==> config.mk <==
export PLATFORM = sky130hd
export DESIGN_NAME = oc8051_priv_stack
export DESIGN_NICKNAME = d
export VERILOG_FILES = /design/src/rtl/oc8051_priv_pkg.sv /design/src/rtl/oc8051_priv_lifo.sv /design/src/rtl/oc8051_priv_stack.sv
export SDC_FILE = /design/constraint.sdc
export NUM_CORES = 1
export LEC_CHECK = 0
export BUFFER_PORTS_ARGS = -buffer_cell sky130_fd_sc_hd__buf_4
export CAP_MARGIN = 20
export CORE_AREA = 2 2 68 70
export CTS_CLUSTER_SIZE = 14
export DETAILED_ROUTE_END_ITERATION = 6
export DIE_AREA = 0 0 70 72
export PLACE_DENSITY = 0.72
export SYNTH_ARGS = -nofsm -noshare
export SYNTH_HDL_FRONTEND = slang
export SYNTH_SLANG_ARGS = --single-unit
==> constraint.sdc <==
create_clock -name clk -period 2.8 [get_ports clk]
set_input_delay 0.42 -clock clk [delete_from_list [all_inputs] [get_ports clk]]
set_output_delay 0.42 -clock clk [all_outputs]
set_load 0.05 [all_outputs]
==> src/rtl/oc8051_priv_pkg.sv <==
// Shared constants for the 8051 privilege tracker: fault codes and the user level.
package oc8051_priv_pkg;

    typedef enum logic [1:0] {
        PRIV_F_NONE = 2'd0,
        PRIV_F_OVF  = 2'd1,
        PRIV_F_UNF  = 2'd2,
        PRIV_F_ILL  = 2'd3
    } priv_fault_e;

    localparam int unsigned PRIV_USER = 0;

endpackage

==> src/rtl/oc8051_priv_lifo.sv <==
// Privilege-level LIFO with a registered top-of-stack, entry count and full/empty flags.
module oc8051_priv_lifo #(
    parameter int DEPTH = 16,
    parameter int LVL_W = 2,
    parameter int DP_W  = $clog2(DEPTH + 1)
) (
    input  logic             clk,
    input  logic             rst,
    input  logic             push,
    input  logic             pop,
    input  logic [LVL_W-1:0] din,
    output logic [LVL_W-1:0] top,
    output logic [DP_W-1:0]  count,
    output logic             full,
    output logic             empty
);

    localparam int AW = (DEPTH > 1) ? $clog2(DEPTH) : 1;

    logic [LVL_W-1:0] mem [DEPTH];
    logic             do_push;
    logic             do_pop;
    logic [AW-1:0]    wr_idx;
    logic [AW-1:0]    below_idx;

    assign full      = (count == DP_W'(DEPTH));
    assign empty     = (count == '0);
    assign do_pop    = pop && !empty;
    assign do_push   = push && !full && !pop;
    assign wr_idx    = AW'(count);
    // Entry that becomes the new top after a pop (only read when count >= 2).
    assign below_idx = AW'(count - DP_W'(2));

    always_ff @(posedge clk) begin
        if (do_push) begin
            mem[wr_idx] <= din;
        end
    end

    always_ff @(posedge clk) begin
        if (rst) begin
            count <= '0;
            top   <= '0;
        end else if (do_pop) begin
            count <= count - DP_W'(1);
            top   <= (count >= DP_W'(2)) ? mem[below_idx] : '0;
        end else if (do_push) begin
            count <= count + DP_W'(1);
            top   <= din;
        end
    end

endmodule

==> src/rtl/oc8051_priv_stack.sv <==
// Nested privilege tracker: arbitrates enter/leave strobes, checks legality and
// keeps a sticky first-fault record for the boot monitor.
module oc8051_priv_stack
    import oc8051_priv_pkg::*;
#(
    parameter int DEPTH = 16,
    parameter int LVL_W = 2,
    parameter int DP_W  = $clog2(DEPTH + 1)
) (
    input  logic             clk,
    input  logic             rst,
    input  logic             enter_req,
    input  logic [LVL_W-1:0] enter_lvl,
    input  logic             leave_req,
    input  logic             fault_clr,
    output logic [LVL_W-1:0] priv_lvl,
    output logic             su_mode,
    output logic [DP_W-1:0]  depth,
    output logic             fault,
    output logic [1:0]       fault_code,
    output logic             fault_pulse
);

    logic        full;
    logic        empty;
    logic        push;
    logic        unf;
    logic        ill;
    logic        ovf;
    logic        reject;
    priv_fault_e new_code;
    priv_fault_e code_q;

    oc8051_priv_lifo #(
        .DEPTH (DEPTH),
        .LVL_W (LVL_W),
        .DP_W  (DP_W)
    ) u_lifo (
        .clk   (clk),
        .rst   (rst),
        .push  (push),
        .pop   (leave_req),
        .din   (enter_lvl),
        .top   (priv_lvl),
        .count (depth),
        .full  (full),
        .empty (empty)
    );

    // Leave wins over enter; a set fault locks out further escalation.
    always_comb begin
        unf  = leave_req && empty;
        ill  = 1'b0;
        ovf  = 1'b0;
        push = 1'b0;
        if (enter_req && !leave_req && !fault) begin
            if (enter_lvl < priv_lvl) begin
                ill = 1'b1;
            end else if (full) begin
                ovf = 1'b1;
            end else begin
                push = 1'b1;
            end
        end
        reject   = unf || ill || ovf;
        new_code = unf ? PRIV_F_UNF :
                   ill ? PRIV_F_ILL :
                   ovf ? PRIV_F_OVF : PRIV_F_NONE;
    end

    always_ff @(posedge clk) begin
        if (rst) begin
            fault       <= 1'b0;
            code_q      <= PRIV_F_NONE;
            fault_pulse <= 1'b0;
        end else begin
            fault_pulse <= reject;
            if (reject) begin
                fault <= 1'b1;
                if (fault_clr || code_q == PRIV_F_NONE) begin
                    code_q <= new_code;
                end
            end else if (fault_clr) begin
                fault  <= 1'b0;
                code_q <= PRIV_F_NONE;
            end
        end
    end

    assign fault_code = code_q;
    assign su_mode    = (priv_lvl != LVL_W'(PRIV_USER));

endmodule

# Word level (Yosys, flattened, before mapping)
# Memories as Yosys holds them, arrays and structs flattened.
# Cells that the tools add are included.
[totals]
memories = 1
register_bits = 11
ram_bits = 32
inputBits = 7
elab_cells = 55
output_inout_bits = 12
[mem_list]
columns = ["memory", "depth", "word_bits", "rd", "rd_ports_with_merged_regs", "write_ports", "line", "source"]
rows = [
  ["u_lifo.mem", 16, 2, 1, 0, 1, "oc8051_priv_lifo.sv:20", "logic [LVL_W-1:0] mem [DEPTH];"],
]
[classes]
n_mux = 23
n_eq_ne = 2
reduce_logical = 19
order_cmp = 2
addsub = 3
[op_table]
columns = ["cell", "count"]
rows = [
  ["$mux 2", 8],
  ["$mux 1", 13],
  ["$mux 5", 2],
  ["$logic_and 1x1->1", 6],
  ["$reduce_bool 2->1", 3],
  ["$add 5x1->5 const B", 1],
  ["$eq 5x5->1 const B", 1],
  ["$ge 5x2->1 const B", 1],
  ["$logic_not 5->1", 1],
  ["$sub 5x1->5 const B", 1],
  ["$logic_not 1->1", 4],
  ["$sub 4x2->4 const B", 1],
  ["$logic_or 1x1->1", 3],
  ["$logic_not 2->1", 1],
  ["$lt 2x2->1", 1],
  ["$ne 2x1->1 const B", 1],
  ["$reduce_and 2->1", 1],
]

# Longest topological paths before layout
# Gate-level depths: netlist of run 1.
[depth]
depth_word = 9
depth_mapped = 9

# By module
# A second synthesis of run 1 with hierarchy kept.
[hier_totals]
cells_unflattened = 179
hier_area_um2 = 2077.0
[by_module_without_submodules]
columns = ["mod", "instances", "cells_each", "area_per_inst_um2"]
rows = [
  ["oc8051_priv_lifo", 1, 152, 1840.5],
  ["oc8051_priv_stack", 1, 27, 236.5],
]

# Worst setup path after synthesis of run 1
# Ideal clock, no wire load.
[synth_timing]
path_kind = "register -> register"
from = "register u_lifo.count[1]"
to = "register u_lifo.top[1]"
path_slack_ns = 0.334
stages_incl_launch_ff = 10
required_time_ns = 2.678
synth_period_minus_slack_ns = 2.466
n_path_buf = 2
t_arrival_ns = 2.344
cell_sequence = "dfxtp_1 -> buf_6 -> buf_2 -> inv_1 -> ha_1 -> mux4_2 -> mux2_2 -> nor2_1 -> a211o_1 -> a21oi_1"
[synth_between]
elab_chain_len = 7
[synth_rtl]
columns = ["item", "line", "source"]
rows = [
  ["from (decl)", "oc8051_priv_lifo.sv:13", "output logic [DP_W-1:0] count,"],
  ["from (signal assigned)", "oc8051_priv_lifo.sv:45", "count <= count - DP_W'(1);"],
  ["from (signal assigned)", "oc8051_priv_lifo.sv:48", "count <= count + DP_W'(1);"],
  ["parallel branches: the longest is 7 deep, another holds $sub 4x2->4", "n/a", ""],
  ["to (signal assigned)", "oc8051_priv_lifo.sv:46", "top <= (count >= DP_W'(2)) ? mem[below_idx] : '0;"],
  ["to (signal assigned)", "oc8051_priv_lifo.sv:49", "top <= din;"],
  ["to (decl)", "oc8051_priv_lifo.sv:12", "output logic [LVL_W-1:0] top,"],
]
# Parallel ways; which one is timed is not known.
# A chain may end at the register's enable or synchronous reset.

# Worst setup path after layout of run 1
[layout_timing]
from = "register u_lifo.count[0]"
to = "register u_lifo.count[4]"
[layout_between]
elab_chain_len = 7
[layout_rtl]
columns = ["item", "line", "source"]
rows = [
  ["$eq 5x5->1", "oc8051_priv_lifo.sv:26", "assign full = (count == DP_W'(DEPTH));"],
  ["$mux 1", "oc8051_priv_stack.sv:59", "end else if (full) begin"],
  ["$mux 1", "oc8051_priv_stack.sv:57", "if (enter_lvl < priv_lvl) begin"],
  ["$mux 1", "oc8051_priv_stack.sv:56", "if (enter_req && !leave_req && !fault) begin"],
  ["$logic_and 1x1->1 (2 in series)", "oc8051_priv_lifo.sv:29", "assign do_push = push && !full && !pop;"],
  ["$reduce_bool 2->1 (no source line)", "n/a", ""],
]
# Parallel ways exist; a longest one is shown, timed or not. The select of a mux whose other input is x is not followed.

==> results.cfg, run 1 <==
[cells_and_area]
drive_above_1_share = 0.280
area_delta_synth_final_pct = 13.2
diodes = 0
fin_util = 0.555
nNetsFinal = 191
instances_no_fill = 234
most-common-layout-cells = edfxtp_1 (32), buf_4 (23), nor2_1 (21)
layout_commonest_cell = edfxtp_1

[worst_setup_path]
path_cells = nor4_4 -> a21boi_4 -> xnor2_1 -> ha_1 -> nor4_1 -> or3_1 -> a21oi_1
critPathKind = flop to flop
rrSetupSlack_ns = 0.57
cp_max_fo = 14
rr_worst_depth = 7
arrival_ns = 2.43
slowest_delay_ns = 0.81
end_kind = flop
rr_startpoint = u_lifo.count[0]$_SDFFE_PP0P_
cpMaxStageDelayCell = dfxtp_1
cp-start-kind = flop
rr_endpoint = u_lifo.count[4]$_SDFFE_PP0P_
crit_required_ns = 3.00

[cts]
clkTransAtPathRegs_ns = 0.09
cts_resized = 0
clk_latency_ns = 0.31
cts_root_buffer = clkbuf_8
post_cts_buffers = 0
cts_made_buffers = 5
tritoncts = built
htreeDepth = 2
cts_hold_buf = 0
cts.path.max_buffers = 2
cts.sinks = 43

[global_routing]
grt-ovfl-total = 0
grt_max_degree = 19
antenna_found_initial = 0
track_usage = 0.194
grt_pass1_vias = 1424
grt_pass1_wl_um = 7250

[outcome]
status = finished clean

[logic_synthesis]
synth_area_per_cell_um2 = 13.1
ys_seq_area_frac = 0.566
synth_top_area_cell = edfxtp_1
synth_top_cell_area_share = 0.460
synth_seq_cells = 43
ys.flop_type = edfxtp_1
synthesis.area_um2 = 2090
synth_cell_types = 40
syn_inst = 159
synth_edf_count = 32
synth_area_leaders = edfxtp_1 (46%), dfxtp_1 (11%), mux4_2 (7.5%)
yosysWarnings = 0
syn_nets = 169
async_flop_share = 0

[power]
cellPowerDensity_nw_per_um2 = 1040
power.leakage_nw = 0.791
total_power_mw = 2.46
max-vdd-ir-drop_v = 0.000709

[placed_design]
dp_hpwl_um = 3080
dpl.cell_count = 226
port_buffers = 18
place.gp.congestion = 0.845

[sta]
clock.fmax_ghz = 0.448
grt_setup_unrepaired = no
drv_slew = 0
setup_viol = 0
clock_skew_ns = 0.0103
timing.final.hold_violations = 0
tightest_slew_ns = 0.738
finalSetupTns_ns = 0
relSlewSlack = 0.507
finalCritPeriodShare = 0.797
period_needed_ns = 2.23

[worst_hold_path]
hold-path-endpoint = u_lifo.count[4]$_SDFFE_PP0P_
hp-class = input pin to flop
holdCritStartpoint = rst
hold_path_depth = 2

[floorplanning]
start_util = 0.490
core-area_um2 = 4260
rows = 24
num_io_pins = 19
die_w_um = 70
die_h_um = 72
dieArea_um2 = 5040

[drt]
vias_per_cell = 5.92
dr.pass1.iters = 4
ant_nets = 0
initialDrtViolationCount = 137
routedWlPerCell_um = 18.8
num_vias = 1385
drc = 0
finalWirelength_um = 4400

[flow_run]
maxCapViolCount = 0
cell type report:
class | instances | area, um2
fillers | 364 | 1900
flip-flops and latches | 43 | 1180
multi-input cells | 104 | 838
repair buffers | 23 | 173
clock buffers | 5 | 68.8
well taps | 52 | 65.1
clock inverters | 3 | 23.8
inverters | 4 | 15.0
cell families (layout without fill, tap and decap cells):
group / Yosys count / in the layout / share of synthesized area
adders and majority gates: 3 / 3 / 0.0180
DFF: 43 / 43 / 0.566
muxes: 14 / 14 / 0.118
and+or+nand+nor: 61 / 61 / 0.162
xor gates and xnor gates: 3 / 3 / 0.0216
AOI/OAI and AO/OA: 23 / 23 / 0.0815
buffers and inverters: 12 / 35 / 0.0329
critical path, delay by kind of cell (launching register included):
kind | cells | cell delay [ns]
flip-flops | 1 | 0.81
adder cells (fa/ha/maj) | 1 | 0.23
AO/OA/AOI/OAI | 2 | 0.30
AND/OR/NAND/NOR | 3 | 0.69
XOR/XNOR | 1 | 0.10
power by group:
group / total [mW] / internal, mW / switching [mW]
Clock: 0.409 / 0.178 / 0.230
Combinational: 1.21 / 0.476 / 0.738
Sequential: 0.838 / 0.753 / 0.0852
worst max-delay path by stage:
stage / from / endpoint / slack [ns] / depth (start not counted)
after floorplan: u_lifo.count[1]$_SDFFE_PP0P_ / u_lifo.top[1]$_SDFFE_PP0P_ / 0.33 / 9
final: u_lifo.count[0]$_SDFFE_PP0P_ / u_lifo.count[4]$_SDFFE_PP0P_ / 0.57 / 7
after CTS: u_lifo.count[0]$_SDFFE_PP0P_ / u_lifo.count[4]$_SDFFE_PP0P_ / 0.60 / 8
after global routing: u_lifo.count[0]$_SDFFE_PP0P_ / u_lifo.count[4]$_SDFFE_PP0P_ / 0.39 / 8
after detailed placement: enter_lvl[1] / u_lifo.mem[12][1]$_DFFE_PP_ / 0.61 / 6
after global placement: u_lifo.count[0]$_SDFFE_PP0P_ / u_lifo.count[4]$_SDFFE_PP0P_ / 0.64 / 8
flip-flops by register name, indices dropped and copies added, names as in the netlist:
register / cells
u_lifo.mem: 32
u_lifo.top: 2
fault: 1
fault_code: 2
u_lifo.count: 5
fault_pulse: 1
metal layers:
metal	vias to the layer above	track usage	wire length [um]
li1	643	-	-
met1	677	0.237	1780
met2	56	0.327	2250
met3	9	0.0597	283
met4	0	0.0726	81
met5	-	0	0
cell usage after synthesis, types with 2 or more instances:
master	count
o211ai_1	3
buf_6	3
o21ai_0	3
mux2_2	2
nand3_1	4
dfxtp_1	11
inv_1	4
nand2_1	6
a21oi_1	8
or3_1	2
edfxtp_1	32
nor4_1	7
mux4_2	7
mux2i_1	4
nor2_1	21
clkbuf_1	4
nand2b_1	5
xnor2_1	2
ha_1	3
a211o_1	2
nor3_1	7
metrics by stage:
stage	setup slack, ns	hold WS [ns]	instance area [um2]
after detailed placement	0.613	0.494	2270
after floorplan	0.334	0.519	2090
final	0.569	0.359	2360
after global routing	0.388	0.377	2360
after global placement	0.637	0.491	2270
after CTS	0.598	0.359	2360
Note: power is estimated with default switching activity, not from simulation.
==> inputs of run 2 (changes only) <==
- ABC_AREA: not set -> 1
- CORE_AREA: 2 2 68 70 -> 2 2 69 71
- DIE_AREA: 0 0 70 72 -> 0 0 71 73
- clock period: 2.8 -> 2.2 ns (I/O delays scaled with it)
==> results.cfg, run 2 <==
[outcome]
status = finished clean

[sta]
clock.fmax_ghz = 0.543
timing.final.hold_violations = 0
grt_setup_unrepaired = no
clock_skew_ns = 0.00859
period_needed_ns = 1.84
finalSetupTns_ns = 0
drv_slew = 0
finalCritPeriodShare = 0.837
relSlewSlack = 0.740
setup_viol = 0
tightest_slew_ns = 0.390
holdWs_ns = 0.210

[cts]
tritoncts = built
cts_root_buffer = clkbuf_8
clkTransAtPathRegs_ns = 0.08
cts.path.max_buffers = 2
cts.sinks = 43
cts_resized = 0
post_cts_buffers = 0
clk_latency_ns = 0.30
cts_made_buffers = 5
htreeDepth = 2
cts_hold_buf = 0

[drt]
initialDrtViolationCount = 102
vias_per_cell = 5.14
drc = 0
finalWirelength_um = 4420
routedWlPerCell_um = 13.4
ant_nets = 0
dr.pass1.iters = 5
num_vias = 1696

[worst_setup_path]
path_buf_inv = 2
rr_startpoint = u_lifo.count[3]$_SDFFE_PP0P_
rr_endpoint = u_lifo.count[4]$_SDFFE_PP0P_
crit_required_ns = 2.40
cp-start-kind = flop
cp_max_fo = 8
cp-startpoint = u_lifo.count[3]$_SDFFE_PP0P_
critPathKind = flop to flop
crit_family = simple AND/OR/NAND/NOR gates
end_kind = flop
rr_worst_depth = 13
crit_end = u_lifo.count[4]$_SDFFE_PP0P_
arrival_ns = 2.04
crit_top_cell = nand2_1
path_cells = nor2_4 -> nand3_2 -> nand2_4 -> nand2_1 -> nand2_1 -> inv_1 -> ha_1 -> inv_1 -> o21ai_1 -> nand3_1 -> nand2_1 -> nor2_1 -> nor2_1
slowest_delay_ns = 0.41
crit_cells = 13
cpMaxStageDelayCell = dfxtp_1
rrSetupSlack_ns = 0.36

[logic_synthesis]
synthesis.area_um2 = 2160
synth_top_area_cell = edfxtp_1
synth_top_cell_area_share = 0.445
synth_cell_types = 25
syn_nets = 260
yosysMostFrequentCell = nand2_1
synth.top_cells.by_count = nand2_1 (92), edfxtp_1 (32), nor2_1 (26)
yosysWarnings = 0
syn_inst = 250
synth_seq_cells = 43
synth_edf_count = 32
synth_area_per_cell_um2 = 8.64
async_flop_share = 0
ys_seq_area_frac = 0.547
synth_area_leaders = edfxtp_1 (44%), nand2_1 (16%), dfxtp_1 (10%)
ys.flop_type = edfxtp_1

[cells_and_area]
regMostFlops = u_lifo.mem
diodes = 0
fin_util = 0.542
drive_above_1_share = 0.188
largestRegisters = u_lifo.mem (32), u_lifo.count (5)
most-common-layout-cells = nand2_1 (92), edfxtp_1 (32), nor2_1 (26)
area_delta_synth_final_pct = 13.8
largest_reg_flops = 32
n_fill_cell = 416
nNetsFinal = 285
layout_commonest_cell = nand2_1

[worst_hold_path]
hold_path_depth = 2
hp-class = input pin to flop

[power]
pwr-share-comb = 0.552
total_power_mw = 3.47
seq_power_share = 0.307
max-vdd-ir-drop_v = 0.000881
cellPowerDensity_nw_per_um2 = 1410
p_sw_mw = 1.68
sw_frac_of_total = 0.484
power.leakage_nw = 1.06
p_clk_frac = 0.141
p_int_mw = 1.79

[floorplanning]
die_h_um = 73
core-area_um2 = 4540
dieArea_um2 = 5180
num_io_pins = 19
start_util = 0.476
die_w_um = 71
rows = 25

[placed_design]
place.gp.congestion = 0.780
port_buffers = 18
dp_hpwl_um = 3170

[global_routing]
grt_pass1_vias = 1520
antenna_found_initial = 0
grt_max_degree = 25
track_usage = 0.186
grt-ovfl-total = 0
grt_pass1_wl_um = 7280

[flow_run]
maxCapViolCount = 0
run 2: cell types whose count changed after synthesis, moves of 5 or more:
cell | previous run | this run
nand2b_1 | 5 | 0
o21ai_1 | 0 | 6
nand2_1 | 6 | 92
nand3_1 | 4 | 20
nor3_1 | 7 | 0
mux4_2 | 7 | 0
nor4_1 | 7 | 0
nor2_1 | 21 | 26
inv_1 | 4 | 18
run 2: layout make-up:
type                       instances  area [um2]  area share
clock buffer                       6        72.6      0.0295
inverter                          21        81.3      0.0331
tap                               54        67.6      0.0275
multi-input combinational        181         871       0.354
sequential                        43        1180       0.480
clock inverter                     2        12.5     0.00509
timing repair buffer              23         173      0.0702
run 2: kinds of logic (layout without fill, tap and decap cells):
family / count (synthesis) / count (layout) / share of synthesized area
xor gates and xnor gates: 1 / 1 / 0.00405
and+or+nand+nor: 157 / 157 / 0.330
DFF: 43 / 43 / 0.547
adders and majority gates: 3 / 3 / 0.0174
buffers and inverters: 26 / 52 / 0.0504
AOI/OAI and AO/OA: 20 / 20 / 0.0515
run 2: layer usage:
metal	global-route usage	vias to the layer above	wire (um)
met5	0	-	0
met4	0.0755	0	73
met3	0.0345	7	248
met2	0.308	45	2150
met1	0.241	784	1950
li1	-	860	-
run 2: power by group through the flow:
stage / combinational (mW) / clock (mW) / sequential (mW)
floorplan: 1.16 / 0 / 1.37
global placement: 1.90 / 0 / 1.08
detailed placement: 1.91 / 0 / 1.08
CTS: 1.91 / 0.500 / 1.07
global route: 2.13 / 0.523 / 1.08
finish: 1.92 / 0.489 / 1.07
run 2: worst reg2reg max path, stage by stage, from the launching register on:
cell and delay (ns):
dfxtp_1 0.41, nor2_4 0.21, nand3_2 0.15, nand2_4 0.14, nand2_1 0.09, nand2_1 0.07
inv_1 0.04, ha_1 0.17, inv_1 0.11, o21ai_1 0.10, nand3_1 0.09, nand2_1 0.05
nor2_1 0.08, nor2_1 0.04
run 2: worst min-delay path by stage:
stage / from / to / slack [ns]
5_1_grt: rst / fault_code[1]$_SDFFE_PP0P_ / 0.21
2_1_floorplan: rst / fault_code[1]$_SDFFE_PP0P_ / 0.39
3_5_place_dp: fault_code[1]$_SDFFE_PP0P_ / fault_code[1]$_SDFFE_PP0P_ / 0.49
4_1_cts: rst / fault_code[1]$_SDFFE_PP0P_ / 0.20
3_3_place_gp: fault_code[1]$_SDFFE_PP0P_ / fault_code[1]$_SDFFE_PP0P_ / 0.48
6_report: rst / fault_code[1]$_SDFFE_PP0P_ / 0.21
run 2: metrics by stage:
stage,instances,cell area [um2],setup WS (ns)
2_1_floorplan,250,2160,0.262
3_3_place_gp,322,2370,0.373
3_5_place_dp,322,2370,0.336
4_1_cts,330,2460,0.361
5_1_grt,330,2460,0.169
6_report,330,2460,0.359
==> inputs of run 3 (changes only) <==
- PLACE_DENSITY: 0.72 -> 0.75
- clock period: 2.2 -> 1.65 ns (I/O delays scaled with it)
==> results.cfg, run 3 (same netlist as run 2, synthesis figures left out) <==
[drt]
routed-wl-met2_um = 2630
ant_nets = 0
num_vias = 1774
drc = 0
finalWirelength_um = 4990
routedWlPerCell_um = 14.6
wl_met3_um = 213
wl_met1_um = 1990
top_layer = met4
initialDrtViolationCount = 91
vias_per_cell = 5.20
dr.pass1.iters = 4

[worst_setup_path]
rr_startpoint = u_lifo.top[1]$_SDFFE_PP0P_
crit_family = simple AND/OR/NAND/NOR gates
rr_endpoint = u_lifo.mem[1][1]$_DFFE_PP_
crit_end = u_lifo.mem[1][1]$_DFFE_PP_
rr_worst_depth = 8
crit_top_cell = nand2_2
crit_cells = 8
cp-start-kind = flop
critPathKind = flop to flop
slowest_delay_ns = 0.35
rrSetupSlack_ns = 0.03
crit_required_ns = 1.66
path_cells = inv_2 -> ha_4 -> nand2_2 -> nand2_2 -> nand2_4 -> nor2_8 -> nand3_4 -> nor2_4
cp-startpoint = u_lifo.top[1]$_SDFFE_PP0P_
end_kind = flop
cp_max_fo = 7
cpMaxStageDelayCell = dfxtp_4
path_buf_inv = 1
arrival_ns = 1.63

[floorplanning]
die_h_um = 73
num_io_pins = 19
start_util = 0.476
core-area_um2 = 4540
dieArea_um2 = 5180
rows = 25
die_w_um = 71

[cts]
cts_hold_buf = 0
htreeDepth = 2
cts.sinks = 43
clkTransAtPathRegs_ns = 0.08
cts.path.max_buffers = 2
clk_latency_ns = 0.29
cts_made_buffers = 5
cts_root_buffer = clkbuf_8
tritoncts = built

[cells_and_area]
layout_commonest_cell = nand2_1
fin_util = 0.606
most-common-layout-cells = nand2_1 (86), buf_4 (33), edfxtp_1 (32)
regMostFlops = u_lifo.mem
nNetsFinal = 296
area_delta_synth_final_pct = 27.2
largestRegisters = u_lifo.mem (32), u_lifo.count (5)
drive_above_1_share = 0.348
largest_reg_flops = 32
diodes = 0

[sta]
drv_slew = 0
finalSetupTns_ns = 0
tightest_slew_ns = 0.419
grt_setup_unrepaired = yes
clock.fmax_ghz = 0.618
setup_viol = 0
finalCritPeriodShare = 0.981
clock_skew_ns = 0.00697
period_needed_ns = 1.62
relSlewSlack = 0.720
timing.final.hold_violations = 0

[power]
p_sw_mw = 2.52
power.leakage_nw = 1.15
max-vdd-ir-drop_v = 0.00135
seq_power_share = 0.273
sw_frac_of_total = 0.468
cellPowerDensity_nw_per_um2 = 1960
pwr-share-comb = 0.580
p_int_mw = 2.87
p_clk_frac = 0.147
total_power_mw = 5.38

[global_routing]
antenna_found_initial = 0
grt_pass1_vias = 1771
grt_max_degree = 25
grt-ovfl-total = 0
track_usage = 0.208
grt_pass1_wl_um = 8110

[flow_run]
maxCapViolCount = 0

[worst_hold_path]
holdCritStartpoint = rst
hp-class = input pin to flop

[placed_design]
place.gp.congestion = 0.891
dp_hpwl_um = 3620
port_buffers = 18

[outcome]
status = finished clean
[run 3: layer usage]
layer	vias up	GRT usage
li1	888	-
met1	833	0.234
met2	39	0.366
met3	14	0.0414
met4	0	0.124
met5	-	0
[run 3: final cells by class]
cell class                 count  area [um2]
timing repair buffer          34         268
tap                           54        67.6
clock inverter                 3        38.8
fill                         396        1790
multi-input combinational    181        1020
sequential                    43        1200
clock buffer                   5        68.8
inverter                      21        81.3
[run 3: power groups by stage]
stage	combinational [mW]	sequential, mW	clock (mW)
after floorplan	1.60	1.87	0
after detailed placement	2.80	1.50	0
after CTS	2.82	1.48	0.810
after global placement	2.76	1.49	0
final	3.12	1.47	0.791
after global routing	3.41	1.49	0.857
[run 3: worst min-delay path by stage]
stage / to / slack [ns] / cells after the start
global placement: fault_code[1]$_SDFFE_PP0P_ / 0.44 / 2
detailed placement: fault_code[1]$_SDFFE_PP0P_ / 0.45 / 2
finish: fault_code[1]$_SDFFE_PP0P_ / 0.15 / 2
global route: fault_code[1]$_SDFFE_PP0P_ / 0.14 / 2
floorplan: fault_code[1]$_SDFFE_PP0P_ / 0.31 / 1
CTS: fault_code[1]$_SDFFE_PP0P_ / 0.14 / 2
[run 3: timing repair]
item,CTS,global route
setup buffers,0,4
pin swaps,0,20
endpoints found under the setup margin,10,36
resized for setup,3,26
[run 3: per-stage QoR]
| stage | worst slack, ns | cell area, um2 | instances | hold WS [ns] |
|---|---|---|---|---|
| 5_1_grt | -0.0580 | 2750 | 341 | 0.139 |
| 6_report | 0.0309 | 2750 | 341 | 0.147 |
| 3_5_place_dp | -0.0539 | 2500 | 329 | 0.451 |
| 4_1_cts | -0.0125 | 2610 | 337 | 0.140 |
| 2_1_floorplan | -0.0204 | 2220 | 250 | 0.310 |
| 3_3_place_gp | 0.0101 | 2500 | 329 | 0.442 |
